## config.mk

```make
export PLATFORM = sky130hd
export DESIGN_NAME = min_width_pulse_gen_flat
export DESIGN_NICKNAME = d
export VERILOG_FILES = /design/src/rtl/min_width_pulse_gen_if.sv /design/src/rtl/min_width_pulse_gen.sv /design/src/flat_wrapper.sv
export SDC_FILE = /design/constraint.sdc
export NUM_CORES = 1
export LEC_CHECK = 0
export CELL_PAD_IN_SITES_DETAIL_PLACEMENT = 0
export CELL_PAD_IN_SITES_GLOBAL_PLACEMENT = 2
export CORE_AREA = 8 8 45 47
export CTS_BUF_LIST = sky130_fd_sc_hd__clkbuf_4
export CTS_CLUSTER_SIZE = 25
export DETAILED_ROUTE_END_ITERATION = 10
export DIE_AREA = 0 0 53 55
export DONT_BUFFER_PORTS = 1
export HOLD_SLACK_MARGIN = 0.15
export PLACE_DENSITY_LB_ADDON = 0.12
export SETUP_SLACK_MARGIN = 0.5
export SYNTH_ARGS = -nofsm -noshare
export SYNTH_HDL_FRONTEND = slang
export SYNTH_SLANG_ARGS = --single-unit
```

## constraint.sdc

```tcl
create_clock -name clk -period 1.2 [get_ports clk]
set_clock_uncertainty 0.1 [all_clocks]
set_input_delay 0.12 -clock clk [delete_from_list [all_inputs] [get_ports clk]]
set_output_delay 0.12 -clock clk [all_outputs]
set_load 0.03 [all_outputs]
```

## src/rtl/min_width_pulse_gen_if.sv

```systemverilog
// Trigger/status bundle between control logic and min_width_pulse_gen.
// The master side drives requests; the slave side (the generator) drives the shaped pulse and status.
interface min_width_pulse_gen_if #(
    parameter int CNT_W = 3
);
    logic             enable;
    logic             trigger;
    logic             clr_overflow;
    logic             pulse_out;
    logic             busy;
    logic [CNT_W-1:0] pending;
    logic             overflow;

    modport master (
        output enable, trigger, clr_overflow,
        input  pulse_out, busy, pending, overflow
    );

    modport slave (
        input  enable, trigger, clr_overflow,
        output pulse_out, busy, pending, overflow
    );
endinterface

```

## src/rtl/min_width_pulse_gen.sv

```systemverilog
// Turns single-cycle triggers into pulses of fixed high width and minimum low gap.
// Define PULSE_GEN_QUEUE_EN to queue triggers that arrive while a pulse is in flight.
module min_width_pulse_gen #(
    parameter int HIGH_CYCLES = 4,
    parameter int LOW_CYCLES  = 4,
    parameter int MAX_PENDING = 7,
    parameter int CNT_W       = 3
) (
    input  logic                 clk,
    input  logic                 rst_n,
    min_width_pulse_gen_if.slave bus
);
    localparam int PH_MAX = (HIGH_CYCLES > LOW_CYCLES) ? HIGH_CYCLES : LOW_CYCLES;
    localparam int PH_W   = $clog2(PH_MAX + 1);
    localparam logic [PH_W-1:0] HIGH_LOAD = PH_W'(HIGH_CYCLES - 1);
    localparam logic [PH_W-1:0] LOW_LOAD  = PH_W'(LOW_CYCLES - 1);

`ifdef PULSE_GEN_QUEUE_EN
    localparam bit QUEUE_EN = 1'b1;
`else
    localparam bit QUEUE_EN = 1'b0;
`endif

    typedef enum logic [1:0] {
        IDLE = 2'd0,
        HIGH = 2'd1,
        LOW  = 2'd2
    } state_t;

    state_t          state_q, state_d;
    logic [PH_W-1:0] phase_q, phase_d;
    logic            pulse_q;
    logic            overflow_q;
    logic            start;
    logic            drop;
    logic            have_work;

    // Phase counter counts down to zero and is reloaded on every state entry.
    always_comb begin
        // NOTE: every signal gets a default first so no path can infer a latch.
        state_d = state_q;
        phase_d = phase_q;
        start   = 1'b0;
        case (state_q)
            IDLE: begin
                if (bus.enable && have_work) begin
                    start   = 1'b1;
                    state_d = HIGH;
                    phase_d = HIGH_LOAD;
                end
            end
            HIGH: begin
                if (phase_q == '0) begin
                    state_d = LOW;
                    phase_d = LOW_LOAD;
                end else begin
                    phase_d = phase_q - 1'b1;
                end
            end
            LOW: begin
                if (phase_q != '0) begin
                    phase_d = phase_q - 1'b1;
                end else if (QUEUE_EN && bus.enable && have_work) begin
                    start   = 1'b1;
                    state_d = HIGH;
                    phase_d = HIGH_LOAD;
                end else begin
                    state_d = IDLE;
                    phase_d = '0;
                end
            end
            default: begin
                state_d = IDLE;
                phase_d = '0;
            end
        endcase
    end

    always_ff @(posedge clk or negedge rst_n) begin
        if (!rst_n) begin
            state_q <= IDLE;
            phase_q <= '0;
            pulse_q <= 1'b0;
        end else begin
            // NOTE: non-blocking assignments keep every flop sampling pre-edge values.
            state_q <= state_d;
            phase_q <= phase_d;
            pulse_q <= (state_d == HIGH);
        end
    end

`ifdef PULSE_GEN_QUEUE_EN
    logic [CNT_W-1:0] pending_q;

    assign have_work = bus.trigger || (pending_q != '0);
    assign drop      = bus.trigger && !start && (pending_q == CNT_W'(MAX_PENDING));

    // A trigger that coincides with a start replaces the queued event it would have consumed.
    always_ff @(posedge clk or negedge rst_n) begin
        if (!rst_n) begin
            pending_q <= '0;
        end else if (start && !bus.trigger) begin
            pending_q <= pending_q - 1'b1;
        end else if (!start && bus.trigger && !drop) begin
            pending_q <= pending_q + 1'b1;
        end
    end

    assign bus.pending = pending_q;
    assign bus.busy    = (state_q != IDLE) || (pending_q != '0);
`else
    assign have_work   = bus.trigger;
    assign drop        = bus.trigger && !start;
    assign bus.pending = '0;
    assign bus.busy    = (state_q != IDLE);
`endif

    // A new drop outranks a simultaneous clear so no lost trigger goes unreported.
    always_ff @(posedge clk or negedge rst_n) begin
        if (!rst_n) begin
            overflow_q <= 1'b0;
        end else if (drop) begin
            overflow_q <= 1'b1;
        end else if (bus.clr_overflow) begin
            overflow_q <= 1'b0;
        end
    end

    assign bus.pulse_out = pulse_q;
    assign bus.overflow  = overflow_q;
endmodule

```

## src/flat_wrapper.sv

```systemverilog
// flat-port wrapper written by rule: the top's interface ports become plain ports
module min_width_pulse_gen_flat 
#(
    parameter int HIGH_CYCLES = 4,
    parameter int LOW_CYCLES  = 4,
    parameter int MAX_PENDING = 7,
    parameter int CNT_W       = 3
)
  (clk, rst_n, bus_enable, bus_trigger, bus_clr_overflow, bus_pulse_out, bus_busy, bus_pending, bus_overflow);
  min_width_pulse_gen_if #(.CNT_W(CNT_W)) bus_i ();
  input  logic clk;
  input  logic rst_n;
  input wire logic [$bits(bus_i.enable)-1:0] bus_enable;
  input wire logic [$bits(bus_i.trigger)-1:0] bus_trigger;
  input wire logic [$bits(bus_i.clr_overflow)-1:0] bus_clr_overflow;
  output wire logic [$bits(bus_i.pulse_out)-1:0] bus_pulse_out;
  output wire logic [$bits(bus_i.busy)-1:0] bus_busy;
  output wire logic [$bits(bus_i.pending)-1:0] bus_pending;
  output wire logic [$bits(bus_i.overflow)-1:0] bus_overflow;
  assign bus_i.enable = bus_enable;
  assign bus_i.trigger = bus_trigger;
  assign bus_i.clr_overflow = bus_clr_overflow;
  assign bus_pulse_out = bus_i.pulse_out;
  assign bus_busy = bus_i.busy;
  assign bus_pending = bus_i.pending;
  assign bus_overflow = bus_i.overflow;
  min_width_pulse_gen #(.HIGH_CYCLES(HIGH_CYCLES), .LOW_CYCLES(LOW_CYCLES), .MAX_PENDING(MAX_PENDING), .CNT_W(CNT_W)) u_core (.clk(clk), .rst_n(rst_n), .bus(bus_i));
endmodule
```

After elaboration in Yosys (flattened, before gate mapping)

Index checks and enable logic that the tools add are counted.

Bits in registers: 7
Logic and storage cells: 29
Input bits: 5
Output and inout bits: 6

Reduce and logical (&&, ||, !) cells: 8
Add/sub/neg operators: 1
Mux-type cells: 12
Equal/unequal tests: 4

Operator list:

| cell                                                                    | count |
|---|---|
| 3-bit 2-to-1 mux                                                        | 3 |
| 3-bit one-hot mux with 3 select lines                                   | 1 |
| 2-bit 2-to-1 mux                                                        | 3 |
| 2-bit one-hot mux with 3 select lines                                   | 1 |
| 2-bit by 1-bit == test with 1-bit output, second input constant         | 2 |
| 1-bit 2-to-1 mux                                                        | 4 |
| 2-bit nonzero test                                                      | 2 |
| 3-bit zero test                                                         | 1 |
| 3-bit nonzero test                                                      | 1 |
| 3-bit by 1-bit subtractor with 3-bit output, second input constant      | 1 |
| 2-bit == test, second input constant                                    | 1 |
| 1-bit logical AND                                                       | 2 |
| 2-bit zero test                                                         | 1 |
| 2-bit by 1-bit inequality test with 1-bit output, second input constant | 1 |
| 1-bit zero test                                                         | 1 |

Longest topological paths before layout

Depth after elaboration: 6
Mapped depth: 4
Mapped depth without buffers: 4

Worst setup path after synthesis

No wires, ideal clock.

Path type: flip-flop to flip-flop
From: register u_core.state_q[1]
To: register u_core.phase_q[1]
Path buffers: 0
Setup time: 0.124 ns
Data required time: 0.976 ns
Arrival time: 1.000 ns
Stages on the path, launching flop included: 4
Clock period less this slack: 1.224 ns
Slack: -0.024 ns
Path through: dfrtp_1 > nor2b_1 > a21o_1 > a211o_1

Word-level cells in the longest chain between the ends: 2
Elaborated cells between the ends (all ways): 5
Those cells by class: eq/ne: 3; mux: 1; reduce/logical: 1

Ends and longest elaborated chain:

| what                                                                                                      | RTL line                  | text |
|---|---|---|
| start, declared                                                                                           | min_width_pulse_gen.sv:30 | `state_t state_q, state_d;` |
| start signal, assigned                                                                                    | min_width_pulse_gen.sv:86 | `state_q <= state_d;` |
| 2-bit == test, or another cell as far along                                                               | min_width_pulse_gen.sv:44 | `case (state_q)` |
| 3-bit one-hot mux with 3 select lines or 2-bit by 1-bit inequality test with 1-bit output (tied branches) | --                        |  |
| end signal, assigned                                                                                      | min_width_pulse_gen.sv:87 | `phase_q <= phase_d;` |
| end, declared                                                                                             | min_width_pulse_gen.sv:31 | `logic [PH_W-1:0] phase_q, phase_d;` |

Parallel ways exist; a longest one is shown, timed or not.
A chain may end at the register's enable or synchronous reset.

Worst setup path after layout

From: register u_core.state_q[1]
To: output bus_busy

Word-level cells in the longest chain between the ends: 1

Ends and longest elaborated chain:

| what               | RTL line                   | text |
|---|---|---|
| 2-bit nonzero test | min_width_pulse_gen.sv:115 | `assign bus.busy = (state_q != IDLE);` |
| end, declared      | flat_wrapper.sv:17         | `output wire logic [$bits(bus_i.busy)-1:0] bus_busy;` |

No other way between the ends.

==> flow_metrics.env <==
export IMPL_run_status="finished with violations"
export IMPL_violations="hold timing, setup timing"
export IMPL_yosysTopAreaCellShare_pct=48.28
export IMPL_hp_class="input port to register"
export IMPL_grt_max_degree=8
export IMPL_synth_seq_cells=7
export IMPL_first_pass_iters=4
export IMPL_cts_tree="built"
export IMPL_nets=60
export IMPL_gr_usage_all_layers_pct=8.911
export IMPL_use_met2_pct=14.84
export IMPL_synth_top_cell_by_area="dfrtp_1"
export IMPL_vdd_drop_max_uv=1043
export IMPL_routed_wl_um=967
export IMPL_setup_slack_ns=-0.02169
export IMPL_numCtsBuffers=3
export IMPL_cts_root_buf="clkbuf_4"
export IMPL_period_minus_slack_ns=1.222
export IMPL_wl_per_cell_um=13.81
export IMPL_arrival_ns=1.00
export IMPL_synthToLayoutAreaGrowth_pct=52.76
export IMPL_via_count=318
export IMPL_grt_pass1_wl_um=1697
export IMPL_drive_gt1_share_pct=55.56
export IMPL_synth_area_per_cell_um2=9.549
export IMPL_synth_main_ff_cell="dfrtp_1"
export IMPL_vias_per_cell=4.543
export IMPL_final_area_um2=554.3
export IMPL_powerDensity_nw_per_um2=3054
export IMPL_clk_pin_slew_ns=0.06
export IMPL_fmax_mhz=818.5
export IMPL_htree_levels=1
export IMPL_seqPwrFrac_pct=30.2
export IMPL_critPathKind="register to primary output"
export IMPL_grt_busiest_layer="met2"
export IMPL_grt_use_met1_pct=7.430
export IMPL_start_util_pct=26.22
export IMPL_port_buffers=0
export IMPL_die_y_um=55
export IMPL_syn_inst=38
export IMPL_seq_area_frac_synth_pct=48.28
export IMPL_power_leakage_nw=0.2717
export IMPL_place_gp_congestion=0.7466
export IMPL_postPlaceCellArea_um2=442.9
export IMPL_ys_types=20
export IMPL_insertion_delay_ns=0.25
export IMPL_holdWs_ns=-0.09177
export IMPL_grt_overflow=0
export IMPL_sw_frac_of_total_pct=38.44
export IMPL_grt_pass1_vias=353
export IMPL_mostFrequentLayoutCell="buf_4"
export IMPL_crit_slowest_cell="dfrtp_2"
export IMPL_drc_errors=0
export IMPL_drt_iter0_drc=7
export IMPL_drtAntennaViolNets=0
export IMPL_io_pins=11
export IMPL_crit_chain="nor2_4 -> inv_2 -> buf_6"
export IMPL_syn_area_um2=362.8
export IMPL_die_w_um=53
export IMPL_async_flop_share_pct=100.0
export IMPL_endpoint_kind="primary output"
export IMPL_power_switching_w=0.0006507
export IMPL_mostFrequentLayoutCells="buf_4, clkbuf_4, dfrtp_2"
export IMPL_synth_edff_count=0
export IMPL_fin_crit_sh_pct=101.8
export IMPL_start_kind="register"
export IMPL_final_hold_violation_count=2
export IMPL_antenna_found_initial=0
export IMPL_num_antenna_cells=0
export IMPL_cts_sinks=7
export IMPL_max_clock_path_buffers=2
export IMPL_drv_slew=0
export IMPL_synth_warnings=0
export IMPL_place_ws_ns=-0.01173
export IMPL_rows=14
export IMPL_cap_violations=0
export IMPL_cp_max_fo=4
export IMPL_cts_hold_buf=1
export IMPL_synth_area_leaders="dfrtp_1, buf_4, mux2_2"
export IMPL_fill_cells=154
export IMPL_combinationalPowerShare_pct=55.5
export IMPL_internal_power_w=0.001042
export IMPL_p_clk_share_pct=14.3
export IMPL_met3_usage_pct=5.348
export IMPL_power_total_w=0.001693
export IMPL_grt_setup_unrepaired="yes"
export IMPL_setup_violations=3
export IMPL_core_region_area_um2=1384
export IMPL_cp_slowest_stage_delay_ns=0.44
export IMPL_die_area_um2=2915
export IMPL_worstPathRequired_ns=0.98
export IMPL_dp_hpwl_um=654.2
routing by layer:
| metal | wire length, um | share of wire, % | vias up |
|---|---|---|---|
| met2 | 515 | 53 | 9 |
| met5 | 0 | 0 | - |
| li1 | - | - | 160 |
| met4 | 11 | 1.1 | 0 |
| met1 | 362 | 37 | 147 |
| met3 | 79 | 8.2 | 2 |
metrics by stage:
| stage | std cells | hold slack, ns | setup TNS (ns) | util [%] |
|---|---|---|---|---|
| after floorplan | 40 | -0.2756 | 0 | - |
| after global placement | 59 | -0.2753 | -0.008208 | 32.01 |
| after detailed placement | 59 | -0.2753 | -0.01493 | 32.01 |
| after CTS | 70 | -0.1106 | -0.02894 | 39.87 |
| after global routing | 70 | -0.1118 | -0.3182 | 40.05 |
| final | 70 | -0.09177 | -0.02936 | 40.05 |
synth_stat cells (2+ instances only):
library cell / instances
a21oi_1: 2
dfrtp_1: 7
nor2b_1: 3
nand2_1: 3
mux2_2: 2
nor2_1: 4
buf_4: 3
o22ai_1: 2
power by group through the flow:
stage          combinational, W  sequential, W  clock (W)
5_1_grt                 0.00103       0.000523   0.000281
3_3_place_gp           0.000676       0.000517          0
3_5_place_dp           0.000671       0.000516          0
2_1_floorplan          0.000446       0.000506          0
4_1_cts                0.000932       0.000504   0.000249
6_report               0.000939       0.000511   0.000243
state kept, by name, indices dropped and copies added, names as in the netlist:
name,cells
u_core.phase_q,3
u_core.state_q,2
u_core.bus.overflow,1
u_core.bus.pulse_out,1
critical path: cells and delay by family (launching register included):
family,cells,cell delay [ns]
DFF,1,0.44
buffers and inverters,2,0.18
and+or+nand+nor,1,0.13
final timing paths:
kind                                   start                    to  slack, ns  depth (start not counted)
min reg2reg                u_core.state_q[1]  u_core.bus.pulse_out       0.50                          2
max                        u_core.state_q[1]              bus_busy      -0.02                          3
max reg2reg                u_core.phase_q[0]     u_core.state_q[1]          0                          2
max in group asynchronous              rst_n  u_core.bus.pulse_out       0.61                          1
min in group asynchronous              rst_n     u_core.phase_q[0]       0.10                          1
min                              bus_trigger   u_core.bus.overflow      -0.09                          1
final cells by class:
type / count / area [um2] / area share, %
sequential: 7 / 180.2 / 32.51
timing repair buffer: 13 / 107.6 / 19.41
inverter: 2 / 7.507 / 1.354
multi-input combinational: 28 / 209.0 / 37.70
tap: 16 / 20.02 / 3.612
clock buffer: 4 / 30.03 / 5.418
kinds of logic after synthesis:
family          Yosys count  synth area share (%)
mux                       2                 6.206
other cells               1                 1.033
simple gates             14                 19.66
compound gates            9                 16.55
flops                     7                 48.28
buf+inv                   5                 8.273
timing repair:
item	in CTS	in global routing
pin swaps	1	1
endpoints found under the setup margin	10	10
hold endpoints to repair	13	12
setup buffers	6	0
gates resized for setup	7	1
(Power assumes the default switching activity.)
